===== src/rtl/b7_pkg.sv =====
// b7_pkg: shared definitions for the 7-bit ASCII serial link (tx and rx).
// Holds char width, frame length, FSM state enum and the frame builder.
// Config macro: ASCII_TX_PARITY_EN appends an even-parity bit to each frame.
package b7_pkg;

    localparam int B7_WIDTH = 7;

`ifdef ASCII_TX_PARITY_EN
    localparam int FRAME_LEN = B7_WIDTH + 1;
`else
    localparam int FRAME_LEN = B7_WIDTH;
`endif

    localparam logic [2:0] LAST_BIT = 3'(FRAME_LEN - 1);
    localparam logic [2:0] PEN_BIT  = 3'(FRAME_LEN - 2);

    typedef enum logic {
        IDLE,
        SHIFT
    } b7_state_e;

    // Frame bits, MSB is sent first: char bits 6..0 then optional parity.
    function automatic logic [FRAME_LEN-1:0] b7_frame(
        input logic [B7_WIDTH-1:0] c
    );
`ifdef ASCII_TX_PARITY_EN
        return {c, ^c};
`else
        return c;
`endif
    endfunction

endpackage


===== src/rtl/ascii_to_b7_if.sv =====
// ascii_to_b7_if: parallel-load / serial-out bus of the b7 transmitter.
// master drives din/load; slave returns ready, sout, on, done.
interface ascii_to_b7_if
    import b7_pkg::*;
#(
    parameter int WIDTH = B7_WIDTH
);
    logic [WIDTH-1:0] din;
    logic             load;
    logic             ready;
    logic             sout;
    logic             on;
    logic             done;

    modport master (
        output din, load,
        input  ready, sout, on, done
    );

    modport slave (
        input  din, load,
        output ready, sout, on, done
    );
endinterface


===== src/rtl/b7_piso.sv =====
// b7_piso: frame shift register and bit counter of the b7 transmitter.
// Ports: clk, rst (async low), ld/frame (parallel load), sh (shift), msb, cnt.
module b7_piso
    import b7_pkg::*;
(
    input  logic                 clk,
    input  logic                 rst,
    input  logic                 ld,
    input  logic                 sh,
    input  logic [FRAME_LEN-1:0] frame,
    output logic                 msb,
    output logic [2:0]           cnt
);
    logic [FRAME_LEN-1:0] sreg;

    always_ff @(posedge clk or negedge rst) begin
        if (!rst) begin
            sreg <= '0;
            cnt  <= '0;
        end else if (ld) begin
            sreg <= frame;
            cnt  <= '0;
        end else if (sh) begin
            sreg <= {sreg[FRAME_LEN-2:0], 1'b0};
            // Counter only wraps when the frame ends.
            cnt  <= (cnt == LAST_BIT) ? 3'd0 : cnt + 3'd1;
        end
    end

    assign msb = sreg[FRAME_LEN-1];

endmodule


===== src/rtl/ascii_to_b7.sv =====
// ascii_to_b7: 7-bit ASCII parallel-to-serial transmitter, MSB first.
// Ports: clk, rst (async low), bus (ascii_to_b7_if.slave: din, load,
// ready, sout, on, done). Macro ASCII_TX_PARITY_EN adds an even-parity bit.
module ascii_to_b7
    import b7_pkg::*;
#(
    parameter int   WIDTH      = 7,
    parameter logic IDLE_LEVEL = 1'b0
)(
    input  logic             clk,
    input  logic             rst,
    ascii_to_b7_if.slave     bus
);
    b7_state_e            state;
    logic                 on_r;
    logic                 done_r;
    logic                 ready_r;
    logic                 acc;
    logic                 sh;
    logic                 msb;
    logic [2:0]           cnt;
    logic [WIDTH-1:0]     din_w;
    logic [FRAME_LEN-1:0] frame;

    assign din_w = bus.din;
    assign frame = b7_frame(din_w);
    assign acc   = bus.load & ready_r;
    assign sh    = (state == SHIFT) & ~acc;

    b7_piso u_piso (
        .clk   (clk),
        .rst   (rst),
        .ld    (acc),
        .sh    (sh),
        .frame (frame),
        .msb   (msb),
        .cnt   (cnt)
    );

    // ready is registered so it stays low through reset and rises on
    // the first edge after release.
    always_ff @(posedge clk or negedge rst) begin
        if (!rst) begin
            state   <= IDLE;
            on_r    <= 1'b0;
            done_r  <= 1'b0;
            ready_r <= 1'b0;
        end else if (acc) begin
            state   <= SHIFT;
            on_r    <= 1'b1;
            done_r  <= 1'b0;
            ready_r <= 1'b0;
        end else begin
            unique case (state)
                IDLE: begin
                    on_r    <= 1'b0;
                    done_r  <= 1'b0;
                    ready_r <= 1'b1;
                end
                SHIFT: begin
                    if (cnt == LAST_BIT) begin
                        state   <= IDLE;
                        on_r    <= 1'b0;
                        done_r  <= 1'b0;
                        ready_r <= 1'b1;
                    end else begin
                        on_r    <= 1'b1;
                        done_r  <= (cnt == PEN_BIT);
                        ready_r <= (cnt == PEN_BIT);
                    end
                end
            endcase
        end
    end

    assign bus.sout  = on_r ? msb : IDLE_LEVEL;
    assign bus.on    = on_r;
    assign bus.done  = done_r;
    assign bus.ready = ready_r;

endmodule


===== src/flat_wrapper.sv =====
// flat-port wrapper written by rule: the top's interface ports become plain ports
module ascii_to_b7_flat import b7_pkg::*;
#(
    parameter int   WIDTH      = 7,
    parameter logic IDLE_LEVEL = 1'b0
)
  (clk, rst, bus_din, bus_load, bus_ready, bus_sout, bus_on, bus_done);
  ascii_to_b7_if #(.WIDTH(WIDTH)) bus_i ();
  input  logic clk;
  input  logic rst;
  input wire logic [$bits(bus_i.din)-1:0] bus_din;
  input wire logic [$bits(bus_i.load)-1:0] bus_load;
  output wire logic [$bits(bus_i.ready)-1:0] bus_ready;
  output wire logic [$bits(bus_i.sout)-1:0] bus_sout;
  output wire logic [$bits(bus_i.on)-1:0] bus_on;
  output wire logic [$bits(bus_i.done)-1:0] bus_done;
  assign bus_i.din = bus_din;
  assign bus_i.load = bus_load;
  assign bus_ready = bus_i.ready;
  assign bus_sout = bus_i.sout;
  assign bus_on = bus_i.on;
  assign bus_done = bus_i.done;
  ascii_to_b7 #(.WIDTH(WIDTH), .IDLE_LEVEL(IDLE_LEVEL)) u_core (.clk(clk), .rst(rst), .bus(bus_i));
endmodule

===== config.mk =====
export PLATFORM = sky130hd
export DESIGN_NAME = ascii_to_b7_flat
export DESIGN_NICKNAME = d
export VERILOG_FILES = /design/src/rtl/b7_pkg.sv /design/src/rtl/ascii_to_b7_if.sv /design/src/rtl/b7_piso.sv /design/src/rtl/ascii_to_b7.sv /design/src/flat_wrapper.sv
export SDC_FILE = /design/constraint.sdc
export NUM_CORES = 1
export LEC_CHECK = 0
export CAP_MARGIN = 20
export CORE_AREA = 5 5 42 44
export CTS_CLUSTER_DIAMETER = 120
export CTS_CLUSTER_SIZE = 20
export DETAILED_ROUTE_END_ITERATION = 8
export DIE_AREA = 0 0 47 49
export GPL_ROUTABILITY_DRIVEN = 0
export PLACE_DENSITY_LB_ADDON = 0.15
export SLEW_MARGIN = 20
export SYNTH_ARGS = -nofsm -noshare
export SYNTH_HDL_FRONTEND = slang
export SYNTH_SLANG_ARGS = --single-unit

===== constraint.sdc =====
create_clock -name clk -period 2.3 [get_ports clk]
set_input_delay 0.46 -clock clk [delete_from_list [all_inputs] [get_ports clk]]
set_output_delay 0.46 -clock clk [all_outputs]
set_load 0.02 [all_outputs]

==> results.py <==
metrics = {
    "status": {
        "status": "completed",
    },
    "routing": {
        "drc": 0,
        "drt-wirelength-per-cell_um": 11.97,
        "dr.pass1.iters": 4,
        "ant_nets": 0,
        "drtIter0Drc": 15,
        "viasPerCell": 4.900,
        "wl_mm": 1.077,
        "num_vias": 441,
    },
    "clocking": {
        "path_clk_slew_ns": 0.08,
        "numCtsBuffers": 3,
        "clk_latency_ns": 0.27,
        "clock-sinks": 13,
        "tritoncts": "built",
        "holdBufCountCts": 0,
        "clockRootBuffer": "clkbuf_4",
        "clockBufferDepth": 2,
        "post_cts_resized": 0,
        "htreeDepth": 1,
        "post_cts_buffers": 0,
    },
    "power_and_ir_drop": {
        "clkPwrFrac": 0.156,
        "combPwrFrac": 0.380,
        "pwr_density_cell_nw_per_um2": 1146,
        "internal-power_uw": 557.7,
        "pwr-share-seq": 0.465,
        "power.leakage_nw": 0.3519,
        "switching_share": 0.3603,
        "power_switching_uw": 314.1,
        "ir_drop_mv": 0.5177,
    },
    "setup_path": {
        "reg2regPathDepth": 4,
        "crit_type": "reg2out",
        "cp-start-kind": "flop",
        "required_ns": 1.84,
        "worstPathArrival_ns": 1.60,
        "r2r_setup_slack_ns": 1.14,
        "endpoint_kind": "output pin",
        "cp_max_fo": 9,
    },
    "timing": {
        "slew_headroom": 0.6075,
        "timing.final.hold_violations": 0,
        "setup_viol": 0,
        "period_minus_slack_ns": 2.062,
        "finClkSkew_ns": 0.002039,
        "worst_pin_slew_ns": 0.5869,
        "finalCritPeriodShare": 0.8966,
        "rsz0062_at_grt": "no",
        "final_max_slew_viol_count": 0,
        "fmax_mhz": 484.9,
        "fin_tns_setup_ns": 0,
    },
    "logic_synthesis": {
        "synth.top_cell.area_share": 0.5128,
        "avgSynthCellArea_um2": 10.40,
        "yosys.area.top_type": "dfrtp_1",
        "yosysSeqAreaShare": 0.5128,
        "synthDistinctLibCells": 16,
        "synth-seq-cells": 13,
        "synth_nets": 71,
        "synth_warnings": 0,
        "synthesis.area_um2": 634.4,
        "syn-instance-count": 61,
        "synth_area_leaders": "dfrtp_1 51%, mux2i_1 9.5%, nand2_1 8.3%",
    },
    "grt": {
        "grt_antenna_before_repair": 0,
        "grt_max_degree": 19,
        "grt_use_total": 0.1124,
        "grt_pass1_wl_mm": 1.883,
        "grt-ovfl-total": 0,
        "grt_pass1_vias": 448,
    },
    "worst_hold_path": {
        "min_path_type": "reg2reg",
        "holdPathStages": 2,
    },
    "floorplanning": {
        "placementRows": 14,
        "die_area_um2": 2303,
        "die_w_um": 47,
        "coreArea_um2": 1401,
        "initial_core_util": 0.4527,
        "io_pins": 14,
        "die_h_um": 49,
    },
    "layout": {
        "drive_gt1_frac": 0.08108,
        "antennaDiodeCount": 0,
        "n_fill_cell": 147,
        "final_common_cell": "nand2_1",
        "nNetsFinal": 85,
        "mostFrequentLayoutCells": "14 x nand2_1, 13 x clkdlybuf4s50_1, 13 x dfrtp_1, 7 x o21ai_0, 6 x mux2i_1",
        "synthToLayoutAreaGrowth_pct": 19.92,
        "fin_util": 0.5429,
    },
    "place": {
        "dp_hpwl_um": 725.2,
        "portBuffers": 13,
    },
    "run": {
        "drv_cap": 0,
    },
}
[sequential cells by signal, summed over array words and instances, names as in the netlist]
signal	count
u_core.u_piso.sreg	7
u_core.u_piso.cnt	3
u_core.bus.done	1
u_core.bus.on	1
u_core.bus.ready	1
[Yosys cell counts]
cell type	count
and2_4	1
a21oi_1	4
nand2_1	14
nor2_1	3
dfrtp_1	13
o21ai_0	7
nand4b_1	2
and2_1	1
nand3b_1	2
nand2b_1	1
xor2_1	1
mux2i_1	6
buf_6	2
nor3_2	1
buf_2	1
buf_8	2
[kinds of logic after synthesis]
family | count (synthesis) | synth area share
compound gates | 11 | 0.08678
xor+xnor | 1 | 0.01381
buf+inv | 5 | 0.09072
flops | 13 | 0.5128
mux | 6 | 0.09468
simple gates | 25 | 0.2012
[worst max-delay path, cell delays in order, from the launching register on]
cell	delay (ns)
dfrtp_1	0.55
and2_1	0.18
clkdlybuf4s50_1	0.60
[cell type report]
| type | instances | area [um^2] | share of cell area |
|---|---|---|---|
| flip-flops and latches | 13 | 325.3 | 0.4276 |
| multi-input cells | 43 | 251.5 | 0.3306 |
| repair buffers | 14 | 137.6 | 0.1809 |
| clock buffers | 4 | 26.28 | 0.03454 |
| well taps | 16 | 20.02 | 0.02632 |
[final timing paths]
kind / start / end
worst max register to register: u_core.bus.on / u_core.u_piso.cnt[1]
worst max-delay path: u_core.bus.on / bus_sout
worst min register to register: u_core.u_piso.sreg[0] / u_core.u_piso.sreg[0]
min in group asynchronous: rst / u_core.u_piso.sreg[1]
max in group asynchronous: rst / u_core.u_piso.sreg[6]
worst min-delay path: u_core.u_piso.sreg[0] / u_core.u_piso.sreg[0]
[metrics by stage]
stage / hold slack (ns) / setup slack [ns] / power (mW) / area [um^2] / instances
2_1_floorplan: 0.1644 / 0.8835 / 0.6799 / 634.4 / 61
3_3_place_gp: 0.5011 / 0.5061 / 0.7357 / 734.5 / 86
3_5_place_dp: 0.5015 / 0.5304 / 0.7431 / 734.5 / 86
4_1_cts: 0.5228 / 0.2167 / 0.8827 / 760.7 / 90
5_1_grt: 0.5706 / 0.1342 / 0.9506 / 760.7 / 90
6_report: 0.5165 / 0.2377 / 0.8717 / 760.7 / 90
[per-layer routing]
metal  routed length [um]  share of wire  global-route usage
met5                    0              0                   0
met2                  501           0.47              0.1561
met3                   82          0.076             0.04059
met4                   12          0.011             0.05530
met1                  481           0.45              0.1505
[power groups by stage]
stage	Sequential, mW	Combinational [mW]	Clock (mW)
2_1_floorplan	0.385	0.295	0
3_3_place_gp	0.407	0.329	0
3_5_place_dp	0.409	0.335	0
4_1_cts	0.405	0.337	0.141
5_1_grt	0.421	0.378	0.151
6_report	0.405	0.331	0.136
(Power assumes the default switching activity.)
